File: config.mk
export PLATFORM = sky130hd
export DESIGN_NAME = bus_fifo_bank
export DESIGN_NICKNAME = d
export VERILOG_FILES = /design/src/rtl/bus_fifo_bank.sv
export SDC_FILE = /design/constraint.sdc
export NUM_CORES = 1
export LEC_CHECK = 0
export CAP_MARGIN = 20
export CORE_MARGIN = 2
export CORE_UTILIZATION = 63
export CTS_CLUSTER_SIZE = 12
export DETAILED_ROUTE_END_ITERATION = 16
export PLACE_DENSITY = 0.92
export SKIP_CTS_REPAIR_TIMING = 1
export SYNTH_ARGS = -nofsm -noshare
export SYNTH_HDL_FRONTEND = slang
export SYNTH_SLANG_ARGS = --single-unit
File: constraint.sdc
create_clock -name clk -period 7.3 [get_ports clk]
set_input_delay 0.73 -clock clk [delete_from_list [all_inputs] [get_ports clk]]
set_output_delay 0.73 -clock clk [all_outputs]
set_load 0.05 [all_outputs]
File: src/rtl/bus_fifo_bank.sv
// Bank of DRVS independent circular FIFOs with a show-ahead pending/pop drain side.
// Build option: define FIFO_OVERWRITE_EN so that a write to a full channel replaces its oldest entry.
module bus_fifo_bank #(
    parameter int WIDTH = 16,
    parameter int DRVS  = 8,
    parameter int DEPTH = 8,
    localparam int CW   = $clog2(DEPTH + 1)
) (
    input  logic                  clk,
    input  logic                  reset,
    input  logic [DRVS-1:0]       wr_en,
    input  logic [DRVS*WIDTH-1:0] wr_data,
    output logic [DRVS-1:0]       full,
    output logic [DRVS-1:0]       pndng,
    input  logic [DRVS-1:0]       pop,
    output logic [DRVS*WIDTH-1:0] D_pop,
    output logic [DRVS*CW-1:0]    count,
    output logic [DRVS-1:0]       ovf,
    output logic [DRVS-1:0]       udf
);

    localparam int PW = $clog2(DEPTH);

`ifdef FIFO_OVERWRITE_EN
    localparam bit OVERWRITE = 1'b1;
`else
    localparam bit OVERWRITE = 1'b0;
`endif

    genvar gi;
    generate
        for (gi = 0; gi < DRVS; gi++) begin : g_ch
            logic [WIDTH-1:0] mem_reg [DEPTH];
            logic [PW-1:0]    wr_ptr_reg;
            logic [PW-1:0]    rd_ptr_reg;
            logic [CW-1:0]    count_reg;
            logic [CW-1:0]    count_next;
            logic             ovf_reg;
            logic             udf_reg;
            logic             is_full;
            logic             is_empty;
            logic             pop_acc;
            logic             wr_acc;
            logic             ovw;
            logic             rd_adv;

            // A pop at full frees a slot in the same cycle, so the write lands there.
            always_comb begin
                is_full    = (count_reg == CW'(DEPTH));
                is_empty   = (count_reg == '0);
                pop_acc    = pop[gi] && !is_empty;
                ovw        = OVERWRITE && wr_en[gi] && is_full && !pop[gi];
                wr_acc     = wr_en[gi] && (!is_full || pop[gi] || OVERWRITE);
                rd_adv     = pop_acc || ovw;
                count_next = count_reg;
                if (wr_acc && !rd_adv)
                    count_next = count_reg + CW'(1);
                else if (!wr_acc && rd_adv)
                    count_next = count_reg - CW'(1);
            end

            always_ff @(posedge clk) begin
                if (reset) begin
                    wr_ptr_reg <= '0;
                    rd_ptr_reg <= '0;
                    count_reg  <= '0;
                    ovf_reg    <= 1'b0;
                    udf_reg    <= 1'b0;
                end else begin
                    if (wr_acc)
                        wr_ptr_reg <= wr_ptr_reg + PW'(1);
                    if (rd_adv)
                        rd_ptr_reg <= rd_ptr_reg + PW'(1);
                    count_reg <= count_next;
                    if (wr_en[gi] && is_full && !pop[gi])
                        ovf_reg <= 1'b1;
                    if (pop[gi] && is_empty)
                        udf_reg <= 1'b1;
                end
            end

            // Storage is deliberately left uncleared by reset; only writes during reset are blocked.
            always_ff @(posedge clk) begin
                if (!reset && wr_acc)
                    mem_reg[wr_ptr_reg] <= wr_data[gi*WIDTH +: WIDTH];
            end

            assign pndng[gi]                = !is_empty;
            assign full[gi]                 = is_full;
            assign count[gi*CW +: CW]       = count_reg;
            assign ovf[gi]                  = ovf_reg;
            assign udf[gi]                  = udf_reg;
            assign D_pop[gi*WIDTH +: WIDTH] = is_empty ? '0 : mem_reg[rd_ptr_reg];
        end
    endgenerate

endmodule

Yosys cells after proc, flatten, opt, wreduce, memory -nomap -nowiden
Memory sizes are Yosys's and may differ from the RTL's. A register that Yosys moved wholly into a read port is not among the register bits.
Index checks and enable logic that the tools add are counted.
{"block": "totals", "ramBits": 1024, "input_bits": 146, "output_inout_bits": 192, "ff_bits": 96, "memories": 8}
{"name": "g_ch[0].mem_reg", "words": 8, "word_bits": 16, "read_ports": 1, "rd_ports_with_merged_regs": 1, "write_ports": 1, "line": "33", "source": "logic [WIDTH-1:0] mem_reg [DEPTH];"}
{"name": "g_ch[1].mem_reg", "words": 8, "word_bits": 16, "read_ports": 1, "rd_ports_with_merged_regs": 1, "write_ports": 1, "line": "33"}
{"name": "g_ch[2].mem_reg", "words": 8, "word_bits": 16, "read_ports": 1, "rd_ports_with_merged_regs": 1, "write_ports": 1, "line": "33"}
{"name": "g_ch[3].mem_reg", "words": 8, "word_bits": 16, "read_ports": 1, "rd_ports_with_merged_regs": 1, "write_ports": 1, "line": "33"}
{"name": "g_ch[4].mem_reg", "words": 8, "word_bits": 16, "read_ports": 1, "rd_ports_with_merged_regs": 1, "write_ports": 1, "line": "33"}
{"name": "g_ch[5].mem_reg", "words": 8, "word_bits": 16, "read_ports": 1, "rd_ports_with_merged_regs": 1, "write_ports": 1, "line": "33"}
{"name": "2 more memories"}
{"block": "op_classes", "reduce_logical": 129, "n_mux": 56, "eq_ne": 8, "addsub": 32}
{"operator": "16-bit two-way mux", "count": 8}
{"operator": "1-bit logical AND", "count": 64}
{"operator": "4-bit two-way mux", "count": 16}
{"operator": "3-bit by 1-bit adder with 3-bit output (second input constant)", "count": 16}
{"operator": "3-bit two-way mux", "count": 16}
{"operator": "1-bit logical NOT", "count": 41}
{"operator": "4-bit by 1-bit adder with 4-bit output (second input constant)", "count": 8}
{"operator": "4-bit == test (second input constant)", "count": 8}
{"operator": "4-bit logical NOT", "count": 8}
{"operator": "4-bit by 1-bit subtractor with 4-bit output (second input constant)", "count": 8}
{"operator": "1-bit two-way mux", "count": 16}
{"operator": "2-bit nonzero test", "count": 8}
{"operator": "1-bit logical OR", "count": 8}

Logic depth before layout (Yosys ltp)
Gate-level depths: netlist of run 1.
{"block": "depth", "depth_word": 8, "ltp_mapped": 10, "depth_no_buf": 10}

Worst setup path before layout of run 1
OpenSTA, ideal clock, no wires.
{"block": "synth_path", "kind": "register -> register", "from": "register g_ch[6].count_reg[0]", "to": "memory g_ch[6].mem_reg[0][0] (enable)", "path_stages_with_launch": 5, "path_buffers": 0, "arrival_time_ns": 3.137, "synth_period_minus_slack_ns": 3.567, "required_ns": 6.870, "slack_ns": 3.733, "cell_sequence": "dfxtp_1 -> or4b_4 -> o21a_1 -> or2b_2 -> nor4_1"}
{"block": "synth_via", "elab_chain_len": 7}
{"item": "start: declaration", "line": "36", "source": "logic [CW-1:0] count_reg;"}
{"item": "start signal: assignment", "line": "74", "source": "count_reg <= count_next;"}
{"item": "4-bit == test", "line": "49", "source": "is_full = (count_reg == CW'(DEPTH));"}
{"item": "1-bit logical NOT", "line": "53", "source": "wr_acc = wr_en[gi] && (!is_full || pop[gi] || OVERWRITE);"}
{"item": "1-bit logical OR", "line": "53"}
{"item": "1-bit logical AND", "line": "53"}
{"item": "via g_ch[6].wr_acc", "line": "43", "source": "logic wr_acc;"}
{"item": "1-bit logical AND", "line": "84", "source": "if (!reset && wr_acc)"}
{"item": "1-bit two-way mux", "line": "84"}
{"item": "1-bit two-way mux (not written as such)", "line": "85", "source": "mem_reg[wr_ptr_reg] <= wr_data[gi*WIDTH +: WIDTH];"}
{"item": "end: declaration", "line": "33"}
The timed path passes the listed nets, and every way through them passes these cells.

==> results of run 1 <==
[synthesized netlist by cell type]
cell type	n	area share
sky130_fd_sc_hd__mux4_2	256	0.13
sky130_fd_sc_hd__xor2_1	32	0.0063
sky130_fd_sc_hd__o21a_1	3	0.00050
sky130_fd_sc_hd__nand3_1	24	0.0027
sky130_fd_sc_hd__o21ai_0	1	0.00011
sky130_fd_sc_hd__dfxtp_1	120	0.054
sky130_fd_sc_hd__inv_2	10	0.00084
sky130_fd_sc_hd__mux2_2	8	0.0020
sky130_fd_sc_hd__nand2b_1	7	0.00098
sky130_fd_sc_hd__or2b_2	1	0.00020
sky130_fd_sc_hd__inv_1	18	0.0015
sky130_fd_sc_hd__nor2_1	263	0.022
sky130_fd_sc_hd__nor4_4	8	0.0038
sky130_fd_sc_hd__a21oi_2	2	0.00039
sky130_fd_sc_hd__o21a_4	1	0.00034
sky130_fd_sc_hd__o21ai_4	4	0.0015
sky130_fd_sc_hd__nor3_1	22	0.0025
sky130_fd_sc_hd__or4b_4	8	0.0025
sky130_fd_sc_hd__buf_2	41	0.0046
sky130_fd_sc_hd__mux2i_1	140	0.031
sky130_fd_sc_hd__o211ai_1	8	0.0013
sky130_fd_sc_hd__nor4_1	12	0.0017
sky130_fd_sc_hd__fa_1	8	0.0036
sky130_fd_sc_hd__ha_1	40	0.011
sky130_fd_sc_hd__xnor2_1	10	0.0020
sky130_fd_sc_hd__nand2_1	43	0.0036
sky130_fd_sc_hd__buf_1	8	0.00067
sky130_fd_sc_hd__a21oi_1	44	0.0049
sky130_fd_sc_hd__clkbuf_1	58	0.0049
sky130_fd_sc_hd__nand3b_1	8	0.0013
sky130_fd_sc_hd__nor2b_1	8	0.0011
sky130_fd_sc_hd__nand2b_2	1	0.00020
sky130_fd_sc_hd__a211oi_1	8	0.0013
sky130_fd_sc_hd__nand2b_4	2	0.00062
sky130_fd_sc_hd__a31oi_1	8	0.0011
sky130_fd_sc_hd__o21ai_1	3	0.00034
sky130_fd_sc_hd__edfxtp_1	1024	0.69
sky130_fd_sc_hd__nor4b_1	4	0.00078
sky130_fd_sc_hd__nor3b_1	8	0.0013
sky130_fd_sc_hd__buf_4	24	0.0040
[worst max-delay path, delay by kind of cell, from the launching register on]
family	cells	cell delay, ns
DFF	1	0.67
buffers and inverters	2	1.00
muxes	2	0.85
and+or+nand+nor	1	0.08
[power by group]
group | total, mW | switching, mW | internal (mW)
combinational | 6.76 | 4.12 | 2.65
sequential | 7.85 | 0.412 | 7.43
clock | 5.25 | 2.33 | 2.92
[area by class of cell]
class	instances	area [um2]
Sequential cell	1144	33160
Fill cell	3512	17160
Multi-Input combinational cell	995	11320
Timing Repair Buffer	385	3910
Clock buffer	192	3152
Tap cell	940	1176
Clock inverter	15	157.7
Inverter	28	105.1
Antenna cell	4	10.01
[stage by stage]
| step | cells | util | area, um2 |
|---|---|---|---|
| finish | 3703 | 0.7554 | 52990 |
| global route | 3703 | 0.7554 | 52990 |
| CTS | 3692 | 0.7532 | 52830 |
| detailed placement | 3485 | 0.7060 | 49530 |
| global placement | 3479 | 0.7043 | 49410 |
| floorplan | 2298 | - | 44730 |
[metal layers]
layer | vias to the layer above | routed length (um) | global-route usage
met5 | - | 0 | 0
met4 | 0 | 3857 | 0.1175
met3 | 254 | 8244 | 0.05290
met2 | 1278 | 53940 | 0.4850
met1 | 12176 | 36010 | 0.3453
li1 | 9879 | - | -
[how the worst min path moves through the flow]
stage	end	cells past startpoint	from	slack [ns]
finish	g_ch[1].udf_reg	2	g_ch[1].udf_reg	0.47
global route	g_ch[0].ovf_reg	2	g_ch[0].ovf_reg	0.49
CTS	g_ch[0].ovf_reg	2	g_ch[0].ovf_reg	0.47
detailed placement	g_ch[0].ovf_reg	2	g_ch[0].ovf_reg	0.45
global placement	g_ch[6].udf_reg	2	g_ch[6].udf_reg	0.45
floorplan	g_ch[0].ovf_reg	2	g_ch[0].ovf_reg	0.44
[logic make-up after synthesis]
family	Yosys count
muxes	404
xor gates and xnor gates	42
AOI/OAI and AO/OA	82
DFF	1144
adders and majority gates	48
and+or+nand+nor	419
buffers and inverters	159
==> results.txt, run 1 <==
- Total global routing overflow: 0
- Routed via count: ~24000
* Effective utilization at floorplan: 0.6377
* Combinational family with the most area after synthesis: multiplexers
- Worst clock skew: around 0.034 ns
* Max Slew Vio Count: 0
- Total Power Consumption: between 15 and 20 mW
- Largest register FFs: about 1000
- Clock-pin slew was measured on the worst setup and hold paths at roughly 0.060 ns.
- Fmax: between 200 and 300 MHz
- IR analysis of the VDD net gives a maximum drop of between 0.0004 and 0.0005 V.
- After synthesis, the share of cell area in mux cells is 0.1622.
- The synthesized netlist contains 40 unique library cells.
- The number of antenna violations at the first check in global routing was 4.
* Worst R2R Start: g_ch[7].count_reg[0]
* Final worst-path cycle share: 0.5473
* Routed Wire Length: 102100 um
* Worst flop-to-flop path endpoint: g_ch[7].count_reg[3]
- Crit path kind: register to output port
- The smallest clock period supported by the final layout is computed as approximately 4.0 ns.
- Maximum number of pins on one net before global-route repair: 95
* Horizontal die dimension: 270.5 um
- The worst path meets setup with 3.304 ns of slack.
- Top-level port count: ~340
- STA puts the critical path data arrival time at ~3.3 ns.
* Violation count after the first detailed-route iteration: about 2800
- The congestion estimate from routability-driven global placement came to 0.8045.
- Clock root buffer master: sky130_fd_sc_hd__clkbuf_16
- #FFs+latches synth: between 1000 and 1500
- Maximum clock path buffer count: 3
- Via count of the first global-routing pass: roughly 25000
- After the last flow step, the layout net total stands at about 2900.
- The Yosys step of the flow raised 0 warnings.
- Number of buffer cells added on primary ports: roughly 340
- After synthesis, the mean cell area works out to slightly below 20 um2.
* Setup slack of the worst register-to-register path: 3.98 ns
- Critical-path cell list: buf_12 -> mux4_2 -> mux2i_1 -> nor2_1 -> clkdlybuf4s50_1
- From synthesis to final layout, the design area changed by 18.45%.
* Area of the core region: 70150 um2
- The share of the synthesized area in compound gates (AO/OA/AOI/OAI) was 0.01186.
- The tightest hold path in the finished design has a slack of about 0.47 ns.
- Top fanout value on the critical path: 19
- Post-synthesis net count: roughly 2500
- The final count of hold timing violations came to 0.
- In this run the vertical extent of the chip is between 200 and 300 um.
- The worst hold path belongs to the class register to register.
- Routed WL per cell: around 28 um
- H-tree level count: 3
- The die covers approximately 73000 um2.
* Share of synthesized cell area in and, or, nand and nor gates: 0.04534
* Combined global-route utilization of all metal layers: 0.2786
* Pwr Density: approximately 370 nW/um2
- Sequential area share after synthesis: 0.7411
* Critical path required time: ~6.6 ns
* Number of maximum-capacitance violations: 0
* Worst slew margin: 0.2245
- Counting the buffers created by CTS gives 110.
- For the pin with the worst max-slew slack, the measured transition is approximately 1.2 ns.
- The mapped netlist covers ~45000 um2.
- DRC violations left: 0
- Timing endpoint of the critical path: D_pop[59]
- Antenna-violating nets left: 0
- Detailed placement ended at an HPWL of roughly 59000 um.
- The pre-antenna-repair detailed-routing pass consisted of 5 iterations.
- Unrepaired setup endpoints after global routing: false
- Clock tree from TritonCTS: built
* Crit-path slowest cell: sky130_fd_sc_hd__clkdlybuf4s50_1
* Result of the run: complete, no violations
* Total Neg Setup Slack: 0 ns
* FF-to-FF path depth: 10
* Synthesized instance count: roughly 2300
* Minimum setup slack after placement: about 3.7 ns
- Share of the synthesized netlist area taken by xor and xnor gates: 0.008223
- Row count: a little under 100
- Clock latency of the later-clocked register in the worst-skew pair: ~0.67 ns
* Critical Path Source Type: register
- For this design the static power due to leakage is 16.68 nW.
- The library cell used most frequently in the layout, excluding fill and tap cells, is sky130_fd_sc_hd__edfxtp_1.
* Fraction of layout cells with a size suffix above 1: 0.1979
- In the layout the commonest cells are sky130_fd_sc_hd__edfxtp_1, sky130_fd_sc_hd__clkdlybuf4s50_1, sky130_fd_sc_hd__mux4_2.
- Type of element capturing the critical path: output port
- The first global-routing pass estimated between 150000 and 200000 um of wire.
- Setup violations remaining at the end of the flow were counted as 0.
- Delay contributed by the slowest stage of the critical path: ~0.73 ns
* Adder-cell area share of the yosys netlist: 0.01477
- Using the TritonRoute via totals, the vias-per-cell ratio works out to between 6 and 7.
- Clock tree synthesis found a total of between 1000 and 1500 sinks.
Note: power is estimated with default switching activity, not from simulation.
==> run 2: changes to the inputs <==
Settings changed: CORE_UTILIZATION 63 to 53, PLACE_DENSITY 0.92 to 0.83.
Clock period 7.3 ns to 3.5 ns, I/O delays scaled along.
==> run 2 against run 1 <==
Register-to-register slack got worse by 3.5 ns. First-iteration DRC count fell by 31%. Flip-flop and latch count unchanged. Core utilization fell by 11 points. Die area up 19%. Sequential power is 110% higher. Final cell count grew 5.5%. Routed wire length down 7.2%. Worst setup slack got worse by 3.1 ns. Combinational power increased by 110%. Clock power grew 120%. Sequential share of layout area is 0.67 points lower. Critical endpoint is now D_pop[112]. Highest routed layer is now met5.
==> results.txt, run 2 (synthesis gave the netlist of run 1 again) <==
- The run finished with clean final reports.
* DRC violations left: 0
- Worst clock skew: approximately 0.063 ns
* Maximum number of pins on one net before global-route repair: 55
- The worst register-to-register path has a depth of 10.
- Clock-pin slew was measured on the worst setup and hold paths at around 0.060 ns.
- Routed WL per cell: around 24 um
* Clock tree from TritonCTS: built
- Fmax: between 200 and 300 MHz
- In the final layout, the share of cells above drive strength 1 is 0.2166.
* Most frequent standard cell in the layout excluding fill and tap cells: sky130_fd_sc_hd__edfxtp_1
- Hold Vio Cnt, Final: 0
- Standby leakage power: between 15 and 20 nW
* Instance area after placement: 50050 um2
* Via count of the first global-routing pass: 24120
- Unrepaired setup endpoints after global routing: false
- Type of element capturing the critical path: output port
- Crit path kind: register to output port
* Worst flop-to-flop path endpoint: g_ch[3].count_reg[3]
* Most used cells in the layout excluding fill and tap cells: sky130_fd_sc_hd__edfxtp_1, sky130_fd_sc_hd__clkdlybuf4s50_1, sky130_fd_sc_hd__nor2_1
- Once detail routing completed, the nets flagged for antenna violations numbered 0.
- Effective utilization at floorplan: 0.5354
- Post-DP HPWL: 58030 um
- Max Slew Vio Count: 0
* Cell count after placement: 3696
- Critical Path Source Type: register
- Port buffering added between 300 and 400 buffers.
- Setup violations remaining at the end of the flow were counted as 0.
* Top-level port count: 338
- The tree built by TritonCTS fans out to between 1000 and 1500 sinks.
- Pwr Density: 774.6 nW/um2
* Timing endpoint of the critical path: D_pop[112]
* Final weighted congestion in routability-driven placement: slightly below 0.8
- Maximum clock path buffer count: 3
* Worst R2R Start: g_ch[3].count_reg[0]
* Cell area after layout: 53570 um2
* Die area: between 80000 and 90000 um2
- Count of non-filler cells in the finished layout: 3905
- After filler insertion, the fill cell instance count of the layout stands at around 5400.
- Routed via count: about 23000
- Routed Wire Length: 94730 um
- Crit path DAT: 2.99 ns
* Critical-path cell list: buf_12 -> mux4_2 -> mux2i_1 -> nor2_1 -> clkdlybuf4s50_1
* Worst slew margin: 0.4894
* Initial DRT Pass Iterations: 5
- The clock period could shrink to approximately 3.3 ns.
* Total global routing overflow: 0
- In this run, CTS created clock tree buffers numbering approximately 110.
* Top fanout value on the critical path: 32
* Vert. Die Dim: slightly below 300 um
- For the pin with the worst max-slew slack, the measured transition is ~0.76 ns.
- Using the TritonRoute via totals, the vias-per-cell ratio works out to a little under 6.
* Delay contributed by the slowest stage of the critical path: about 0.72 ns
- Final worst-path cycle share: 0.9549
- In the global route stage, overall resource usage came out at 0.2182.
- The register with the most flip-flops in the layout has 1024 of them.
- Area of the core region: approximately 84000 um2
- Global-route wire length before repair: about 140000 um
- After floorplanning, the core was divided into ~110 placement rows.
* Area added between synthesis and finish: 19.76%
* Setup slack of the worst register-to-register path: 0.45 ns
* Number of antenna violations at the first check in global routing: 8
* Hold/Removal Path Class: primary input to register
- Net count reported at finish: just under 3000
- The first routing iteration left approximately 2000 violations.
- The tree is rooted in a sky130_fd_sc_hd__clkbuf_16.
* H-tree level count: 3
- The slowest stage of the critical path belongs to the cell sky130_fd_sc_hd__clkdlybuf4s50_1.
* Number of maximum-capacitance violations: 0
* Horizontal die dimension: between 200 and 300 um
* Critical path required time: about 3.2 ns
* Largest vdd supply drop: 0.001062 V
- Clock latency of the later-clocked register in the worst-skew pair: about 0.7 ns
[run 2: layout make-up]
cell class | instances | area [um2] | area share
inverters | 28 | 105.1 | 0.001962
well taps | 1080 | 1351 | 0.02522
clock inverters | 23 | 276.5 | 0.005162
repair buffers | 449 | 4324 | 0.08072
flip-flops and latches | 1144 | 33160 | 0.6191
diodes | 4 | 10.01 | 0.0001868
clock buffers | 182 | 3218 | 0.06007
multi-input cells | 995 | 11120 | 0.2076
[run 2: stage by stage]
step / total power, mW / util / setup TNS, ns / hold WS [ns] / setup WS [ns]
floorplan: 26.09 / - / 0 / 0.4380 / 0.1735
global placement: 30.12 / 0.5990 / 0 / 0.4513 / 0.5831
detailed placement: 30.48 / 0.5990 / 0 / 0.4598 / 0.5030
CTS: 41.84 / 0.6409 / -0.5475 / 0.1864 / -0.08822
global route: 43.06 / 0.6411 / 0 / 0.2161 / 0.01566
finish: 41.49 / 0.6412 / 0 / 0.2290 / 0.1580
[run 2: power breakdown]
| group | switching, mW | internal (mW) | total [mW] |
|---|---|---|---|
| Combinational | 8.53 | 5.55 | 14.1 |
| Clock | 4.93 | 6.38 | 11.3 |
| Sequential | 0.594 | 15.5 | 16.1 |
[run 2: worst min path at each step]
stage,start,end,slack (ns),depth (start not counted)
3_5_place_dp,g_ch[2].ovf_reg,g_ch[2].ovf_reg,0.46,2
6_report,reset,g_ch[7].count_reg[0],0.23,2
2_1_floorplan,g_ch[0].ovf_reg,g_ch[0].ovf_reg,0.44,2
4_1_cts,reset,g_ch[2].udf_reg,0.19,2
5_1_grt,reset,g_ch[2].udf_reg,0.22,2
3_3_place_gp,g_ch[3].ovf_reg,g_ch[3].ovf_reg,0.45,2
[run 2: per-layer routing]
layer	GRT usage	part of all wire	vias up
met5	0	0.00060	-
met4	0.07541	0.026	10
met3	0.04781	0.078	180
met2	0.3762	0.52	870
met1	0.2746	0.37	11754
li1	-	-	10002
[run 2: critical path: cells and delay by family, from the launching register on]
| kind | cells | cell delay [ns] |
|---|---|---|
| mux | 2 | 0.92 |
| simple gates | 1 | 0.08 |
| flops | 1 | 0.34 |
| buf+inv | 2 | 0.98 |
